===== src/rtl/piso_tx_pkg.sv =====
`default_nettype none
// ============================================================================
//  Module      : piso_tx_pkg
//  Description : Shared types and helpers for the parallel-in/serial-out
//                transmitter (state encoding, bit-counter width).
//  Revision    : 1.0 - initial release
// ============================================================================
package piso_tx_pkg;

    // Two-state transmitter FSM
    typedef enum logic [0:0] {
        ST_IDLE  = 1'b0,
        ST_SHIFT = 1'b1
    } state_t;

    // Width of the bit counter that indexes 0 .. width-1
    function automatic int cnt_width(input int width);
        return (width < 2) ? 1 : $clog2(width);
    endfunction

endpackage : piso_tx_pkg
`default_nettype wire


===== src/rtl/piso_tx_if.sv =====
`default_nettype none
// ============================================================================
//  Module      : piso_tx_if
//  Description : Load handshake and serial output bundle of piso_tx.
//                master = producer/observer side, slave = transmitter side.
//  Revision    : 1.0 - initial release
// ============================================================================
interface piso_tx_if #(
    parameter int WIDTH = 4
);
    logic             load_valid;
    logic             load_ready;
    logic [WIDTH-1:0] load_data;
    logic             out;
    logic             out_valid;
    logic             busy;
    logic             done;

    modport master (
        output load_valid,
        output load_data,
        input  load_ready,
        input  out,
        input  out_valid,
        input  busy,
        input  done
    );

    modport slave (
        input  load_valid,
        input  load_data,
        output load_ready,
        output out,
        output out_valid,
        output busy,
        output done
    );
endinterface : piso_tx_if
`default_nettype wire


===== src/rtl/piso_tx.sv =====
`default_nettype none
// ============================================================================
//  Module      : piso_tx
//  Description : Parallel-in/serial-out transmitter. Accepts a WIDTH-bit word
//                on a valid/ready handshake and shifts it out one bit per
//                clock with a bit-valid qualifier and a last-bit done pulse.
//                A word offered during the last-bit cycle is taken without a
//                gap, so back-to-back words stream continuously.
//  Revision    : 1.0 - initial release
// ============================================================================
module piso_tx
    import piso_tx_pkg::*;
#(
    parameter int WIDTH     = 4,
    parameter int MSB_FIRST = 1
)(
    input  wire logic clk,
    input  wire logic rst,
    piso_tx_if.slave  bus
);

    localparam int                 c_cnt_w = cnt_width(WIDTH);
    localparam logic [c_cnt_w-1:0] c_last  = c_cnt_w'(WIDTH - 1);
    localparam logic [c_cnt_w-1:0] c_one   = c_cnt_w'(1);

    state_t             r_state;
    state_t             w_state_nxt;
    logic [WIDTH-1:0]   r_sreg;
    logic [WIDTH-1:0]   w_sreg_nxt;
    logic [WIDTH-1:0]   w_shifted;
    logic [c_cnt_w-1:0] r_cnt;
    logic [c_cnt_w-1:0] w_cnt_nxt;
    logic               w_last;
    logic               w_ready;
    logic               w_accept;
    logic               w_out_bit;

    if (WIDTH < 2) begin : g_width_check
        $error("piso_tx: WIDTH must be at least 2");
    end

    // The output end of the shift register depends on the bit order; the
    // register always moves toward that end and fills with zeros.
    if (MSB_FIRST != 0) begin : g_msb_first
        assign w_shifted = {r_sreg[WIDTH-2:0], 1'b0};
        assign w_out_bit = r_sreg[WIDTH-1];
    end else begin : g_lsb_first
        assign w_shifted = {1'b0, r_sreg[WIDTH-1:1]};
        assign w_out_bit = r_sreg[0];
    end

    // Ready depends only on registered state so the producer sees no loop
    assign w_last   = (r_state == ST_SHIFT) && (r_cnt == c_last);
    assign w_ready  = (r_state == ST_IDLE) || w_last;
    assign w_accept = bus.load_valid && w_ready;

    // Next-state, counter and shift-register update
    always_comb begin
        w_state_nxt = r_state;
        w_sreg_nxt  = r_sreg;
        w_cnt_nxt   = r_cnt;
        case (r_state)
            ST_IDLE: begin
                if (w_accept) begin
                    w_sreg_nxt  = bus.load_data;
                    w_cnt_nxt   = '0;
                    w_state_nxt = ST_SHIFT;
                end
            end
            ST_SHIFT: begin
                if (!w_last) begin
                    w_sreg_nxt = w_shifted;
                    w_cnt_nxt  = r_cnt + c_one;
                end else if (w_accept) begin
                    w_sreg_nxt = bus.load_data;
                    w_cnt_nxt  = '0;
                end else begin
                    w_state_nxt = ST_IDLE;
                end
            end
            default: begin
                w_state_nxt = ST_IDLE;
            end
        endcase
    end

    // State registers; reset discards any word in flight
    always_ff @(posedge clk) begin
        if (rst) begin
            r_state <= ST_IDLE;
            r_sreg  <= '0;
            r_cnt   <= '0;
        end else begin
            r_state <= w_state_nxt;
            r_sreg  <= w_sreg_nxt;
            r_cnt   <= w_cnt_nxt;
        end
    end

    assign bus.load_ready = w_ready;
    assign bus.out        = (r_state == ST_SHIFT) && w_out_bit;
    assign bus.out_valid  = (r_state == ST_SHIFT);
    assign bus.busy       = (r_state == ST_SHIFT);
    assign bus.done       = w_last;

endmodule : piso_tx
`default_nettype wire


===== src/flat_wrapper.sv =====
// flat-port wrapper written by rule: the top's interface ports become plain ports
module piso_tx_flat import piso_tx_pkg::*;
#(
    parameter int WIDTH     = 4,
    parameter int MSB_FIRST = 1
)
  (clk, rst, bus_load_valid, bus_load_data, bus_load_ready, bus_out, bus_out_valid, bus_busy, bus_done);
  piso_tx_if #(.WIDTH(WIDTH)) bus_i ();
  input  wire logic clk;
  input  wire logic rst;
  input wire logic [$bits(bus_i.load_valid)-1:0] bus_load_valid;
  input wire logic [$bits(bus_i.load_data)-1:0] bus_load_data;
  output wire logic [$bits(bus_i.load_ready)-1:0] bus_load_ready;
  output wire logic [$bits(bus_i.out)-1:0] bus_out;
  output wire logic [$bits(bus_i.out_valid)-1:0] bus_out_valid;
  output wire logic [$bits(bus_i.busy)-1:0] bus_busy;
  output wire logic [$bits(bus_i.done)-1:0] bus_done;
  assign bus_i.load_valid = bus_load_valid;
  assign bus_i.load_data = bus_load_data;
  assign bus_load_ready = bus_i.load_ready;
  assign bus_out = bus_i.out;
  assign bus_out_valid = bus_i.out_valid;
  assign bus_busy = bus_i.busy;
  assign bus_done = bus_i.done;
  piso_tx #(.WIDTH(WIDTH), .MSB_FIRST(MSB_FIRST)) u_core (.clk(clk), .rst(rst), .bus(bus_i));
endmodule

===== config.mk =====
export PLATFORM = sky130hd
export DESIGN_NAME = piso_tx_flat
export DESIGN_NICKNAME = d
export VERILOG_FILES = /design/src/rtl/piso_tx_pkg.sv /design/src/rtl/piso_tx_if.sv /design/src/rtl/piso_tx.sv /design/src/flat_wrapper.sv
export SDC_FILE = /design/constraint.sdc
export NUM_CORES = 1
export LEC_CHECK = 0
export BUFFER_PORTS_ARGS = -buffer_cell sky130_fd_sc_hd__buf_2
export CAP_MARGIN = 20
export CELL_PAD_IN_SITES_DETAIL_PLACEMENT = 0
export CELL_PAD_IN_SITES_GLOBAL_PLACEMENT = 1
export CORE_AREA = 5 5 42 44
export CTS_CLUSTER_DIAMETER = 80
export CTS_CLUSTER_SIZE = 25
export DETAILED_ROUTE_END_ITERATION = 16
export DIE_AREA = 0 0 47 49
export GPL_TIMING_DRIVEN = 0
export HOLD_SLACK_MARGIN = 0.08
export PLACE_DENSITY = 0.56
export SETUP_SLACK_MARGIN = 0.1
export SLEW_MARGIN = 10
export SYNTH_ARGS = -nofsm -noshare
export SYNTH_HDL_FRONTEND = slang
export SYNTH_SLANG_ARGS = --single-unit

===== constraint.sdc =====
create_clock -name clk -period 2.3 [get_ports clk]
set_clock_uncertainty 0.1 [all_clocks]
set_input_delay 0.345 -clock clk [delete_from_list [all_inputs] [get_ports clk]]
set_output_delay 0.345 -clock clk [all_outputs]
set_load 0.01 [all_outputs]

Word-level counts from Yosys, hierarchy flattened
Index checks and enable logic that the tools add are counted.

Bits in registers: 7. Output and inout bits: 5.

Bitwise operators: 1. Add/subtract/negate cells: 1. Reduce and logical (&&, ||, !) cells: 4. Multiplexer cells: 9. Eq/ne operators: 1.

Operators by type and width (count): two-way mux 4 bit (2); case mux 4 bit (2 select lines) (1); two-way mux 2 bit (2); case mux 2 bit (2 select lines) (1); logical AND 1 bit (3); adder 2 x 1 -> 2 bit (second input constant) (1); equality test 2 bit (second input constant) (1); two-way mux 1 bit (2); case mux 1 bit (2 select lines) (1); logical OR 1 bit (1); inverter 1 bit (1).

Logic depth before layout (Yosys ltp)
Depth after elaboration: 7. Depth in mapped cells: 5. Mapped depth without buffers: 5.

Worst setup path after synthesis
No wires, ideal clock.

Path kind: flip-flop to output port. Start point: register u_core.r_cnt[0]. End point: output bus_load_ready. Stages on the path, launching flop included: 4. Setup slack: 1.091 ns. Data arrival time: 0.764 ns. Cells stage by stage: dfxtp_1 > ha_1 > nor2b_4 > inv_4.

Word-level cells in the longest chain between the ends: 3.

RTL lines: start, declared (line piso_tx.sv:31) `logic [c_cnt_w-1:0] r_cnt;`; start signal, assigned (line piso_tx.sv:96) `r_cnt <= w_cnt_nxt;`; equality test 2 bit (line piso_tx.sv:53) `assign w_last = (r_state == ST_SHIFT) && (r_cnt == c_last);`; logical AND 1 bit (line piso_tx.sv:53); logical OR 1 bit (line piso_tx.sv:54) `assign w_ready = (r_state == ST_IDLE) || w_last;`; end, declared (line flat_wrapper.sv:13) `output wire logic [$bits(bus_i.load_ready)-1:0] bus_load_ready;`.

Every way passes these cells.

Worst setup path after layout
Same ends and word-level chain as after synthesis.

==> qor.csv <==
stage,metric,value,unit
floorplan,start_util,23.0,%
global_routing,overflow,0,
synthesis,syn_area_per_cell,9.78,µm²
cells_and_area,areaGrowthSynthToFinish,29.8,%
clocking,clk_latency,0.25,ns
drt,firstDrtPassIters,2,
critical_path,crit_start,u_core.r_cnt[0],
cells_and_area,num-fill-cells,171,
global_routing,grt_usage,6.56,%
clocking,clkTransAtPathRegs,0.05,ns
critical_path,cp-endpoint,bus_load_ready,
cells_and_area,antenna_cells,0,
critical_path,startpoint_type,flop,
status,status,finished clean,
pwr,max-vdd-ir-drop,0.291,mV
critical_path,worst-path-max-fanout,9,
clocking,cts_root_buf,clkbuf_4,
timing,slew_viol_final,0,
synthesis,syn_nets,41,
clocking,htree_levels,1,
global_routing,grt_pass1_wl,1030,µm
floorplan,core,1400,µm²
critical_path,endpoint_kind,output pin,
timing,relSlewSlack,90.2,%
floorplan,row_count,14,
global_routing,grt_pass1_vias,231,
pwr,p_leak,0.200,nW
critical_path,ff2ff_setup_slack,1.10,ns
critical_path,reg2reg_depth,4,
drt,viasPerCell,4.17,
drt,vias,263,
clocking,postCtsSetupBuffers,0,
global_routing,grt_max_degree,10,
synthesis,syn_inst,33,
drt,wl,638,µm
synthesis,synth_top_area_share,43.4,%
global_routing,antenna_found_initial,0,
critical_path,required,1.86,ns
floorplan,die_w,47,µm
placed_design,io_buffer_count,10,
synthesis,synth_seq_cells,7,
placed_design,place_congestion,0.563,
synthesis,synth_area_leaders,"dfxtp_1 (43%), mux2i_1 (12%), a211oi_1 (7.0%), nor2_1 (5.8%), buf_4 (4.7%)",
clocking,cts_tree,built,
critical_path,critical_path_class,flop to output pin,
cells_and_area,multi_input_area,161,µm²
placed_design,placed_area,393,µm²
clocking,cts_hold_buf,0,
timing,rsz0062_at_grt,false,
timing,final-hold-violation-count,0,
timing,finalCritPeriodShare,72.8,%
cells_and_area,final_layout_size_suffix_gt1_share,38.3,%
critical_path,cp.arrival,1.23,ns
cells_and_area,ff_latch_area,140,µm²
floorplan,fp.dieH,49,µm
floorplan,dieArea,2300,µm²
timing,fmax,597,MHz
drt,post_drt_wl_per_cell,10.1,µm
critical_path,r2r-end,u_core.r_sreg[2],
drt,drtAntennaViolNets,0,
clocking,cts-resized-gates,0,
job,cap_violations,0,
clocking,cts_buffer_depth,2,
timing,finalSetupTns,0,ns
critical_path,reg2reg_from,u_core.r_cnt[0],
drt,drtIter0Drc,1,
timing,period_minus_slack,1.67,ns
floorplan,ios,12,
cells_and_area,nets,56,
synthesis,netlist_area,323,µm²
clocking,cts_sinks,7,
clocking,cts_buffers,3,
timing,worst_slew_pin_slew,0.143,ns
synthesis,yosys_warnings,0,
synthesis,synth_top_area_cell,dfxtp_1,
min_path,min-delay-path-class,input port to flop,
timing,setup_violations,0,
pwr,pwr_density_cell,683,nW/µm²
drt,drc_errors,0,
synthesis,synth-seq-area-share,43.4,%
synthesis,synth_cell_types,15,
cells_and_area,fin_area,419,µm²
-- per-stage QoR --
step | hold WS [ns] | setup WS, ns | util, % | total power, mW | cells
final | 0.251 | 0.626 | 29.9 | 0.286 | 63
after global routing | 0.254 | 0.548 | 29.9 | 0.309 | 63
after CTS | 0.239 | 0.603 | 29.9 | 0.295 | 63
after detailed placement | 0.382 | 0.886 | 28.0 | 0.180 | 59
after global placement | 0.385 | 0.894 | 28.0 | 0.179 | 59
after floorplan | 0.314 | 1.09 | - | 0.165 | 33
-- final cells by class --
class	count	area share, %
Clock buffer	4	6.27
Tap cell	16	4.78
Buffer	2	3.58
Multi-Input combinational cell	23	38.5
Timing Repair Buffer	10	11.9
Sequential cell	7	33.4
Inverter	1	1.49
-- critical path, cell delays in order, from the launching register on --
cell and delay, ns:
dfxtp_1 0.32, ha_1 0.23, nor2b_4 0.20, inv_4 0.08, buf_2 0.14
-- cell usage after synthesis --
library cell	count
a211oi_1	3
a21oi_1	2
and2_1	1
and2_2	1
buf_4	2
dfxtp_1	7
ha_1	1
inv_4	1
mux2i_1	4
nand2_1	1
nand2b_1	1
nand3b_1	2
nor2_1	5
nor2b_4	1
nor3_1	1
-- registers in the layout, indices dropped and copies added, names as in the netlist --
name	cells
u_core.bus.busy	1
u_core.r_cnt	2
u_core.r_sreg	4
-- worst min path at each step --
stage | start | end | slack, ns | depth (start not counted)
after floorplan | rst | u_core.r_cnt[0] | 0.31 | 1
after global placement | u_core.r_cnt[1] | u_core.r_cnt[1] | 0.38 | 2
after detailed placement | u_core.r_cnt[1] | u_core.r_cnt[1] | 0.38 | 2
after CTS | rst | u_core.r_cnt[1] | 0.24 | 2
after global routing | rst | u_core.r_cnt[1] | 0.25 | 2
final | rst | u_core.r_cnt[1] | 0.25 | 2
-- layer usage --
metal | vias to the layer above | track usage [%] | wire length [µm]
li1 | 141 | - | -
met1 | 112 | 9.49 | 327
met2 | 10 | 5.88 | 245
met3 | 0 | 5.54 | 65
met4 | 0 | 4.15 | 0
met5 | - | 0 | 0
-- cells by family after synthesis --
group / Yosys count / synth area share [%]
compound gates: 5 / 10.1
fa+ha+maj: 1 / 3.88
buf+inv: 3 / 6.59
flops: 7 / 43.4
mux: 4 / 12.4
simple gates: 13 / 23.6
-- placed cells by master (no fill, tap or decap), types with 2 or more instances in the layout --
cell type,count
buf_4,2
clkbuf_4,3
nand3b_1,2
a211oi_1,3
a21oi_1,2
buf_2,10
dfxtp_1,7
nor2_1,5
mux2i_1,4
-- power by group --
group | switching [mW] | internal [mW] | total [mW]
sequential | 0.00483 | 0.130 | 0.135
clock | 0.0437 | 0.0661 | 0.110
combinational | 0.0204 | 0.0209 | 0.0413
total | 0.0690 | 0.217 | 0.286
(Power assumes the default switching activity.)
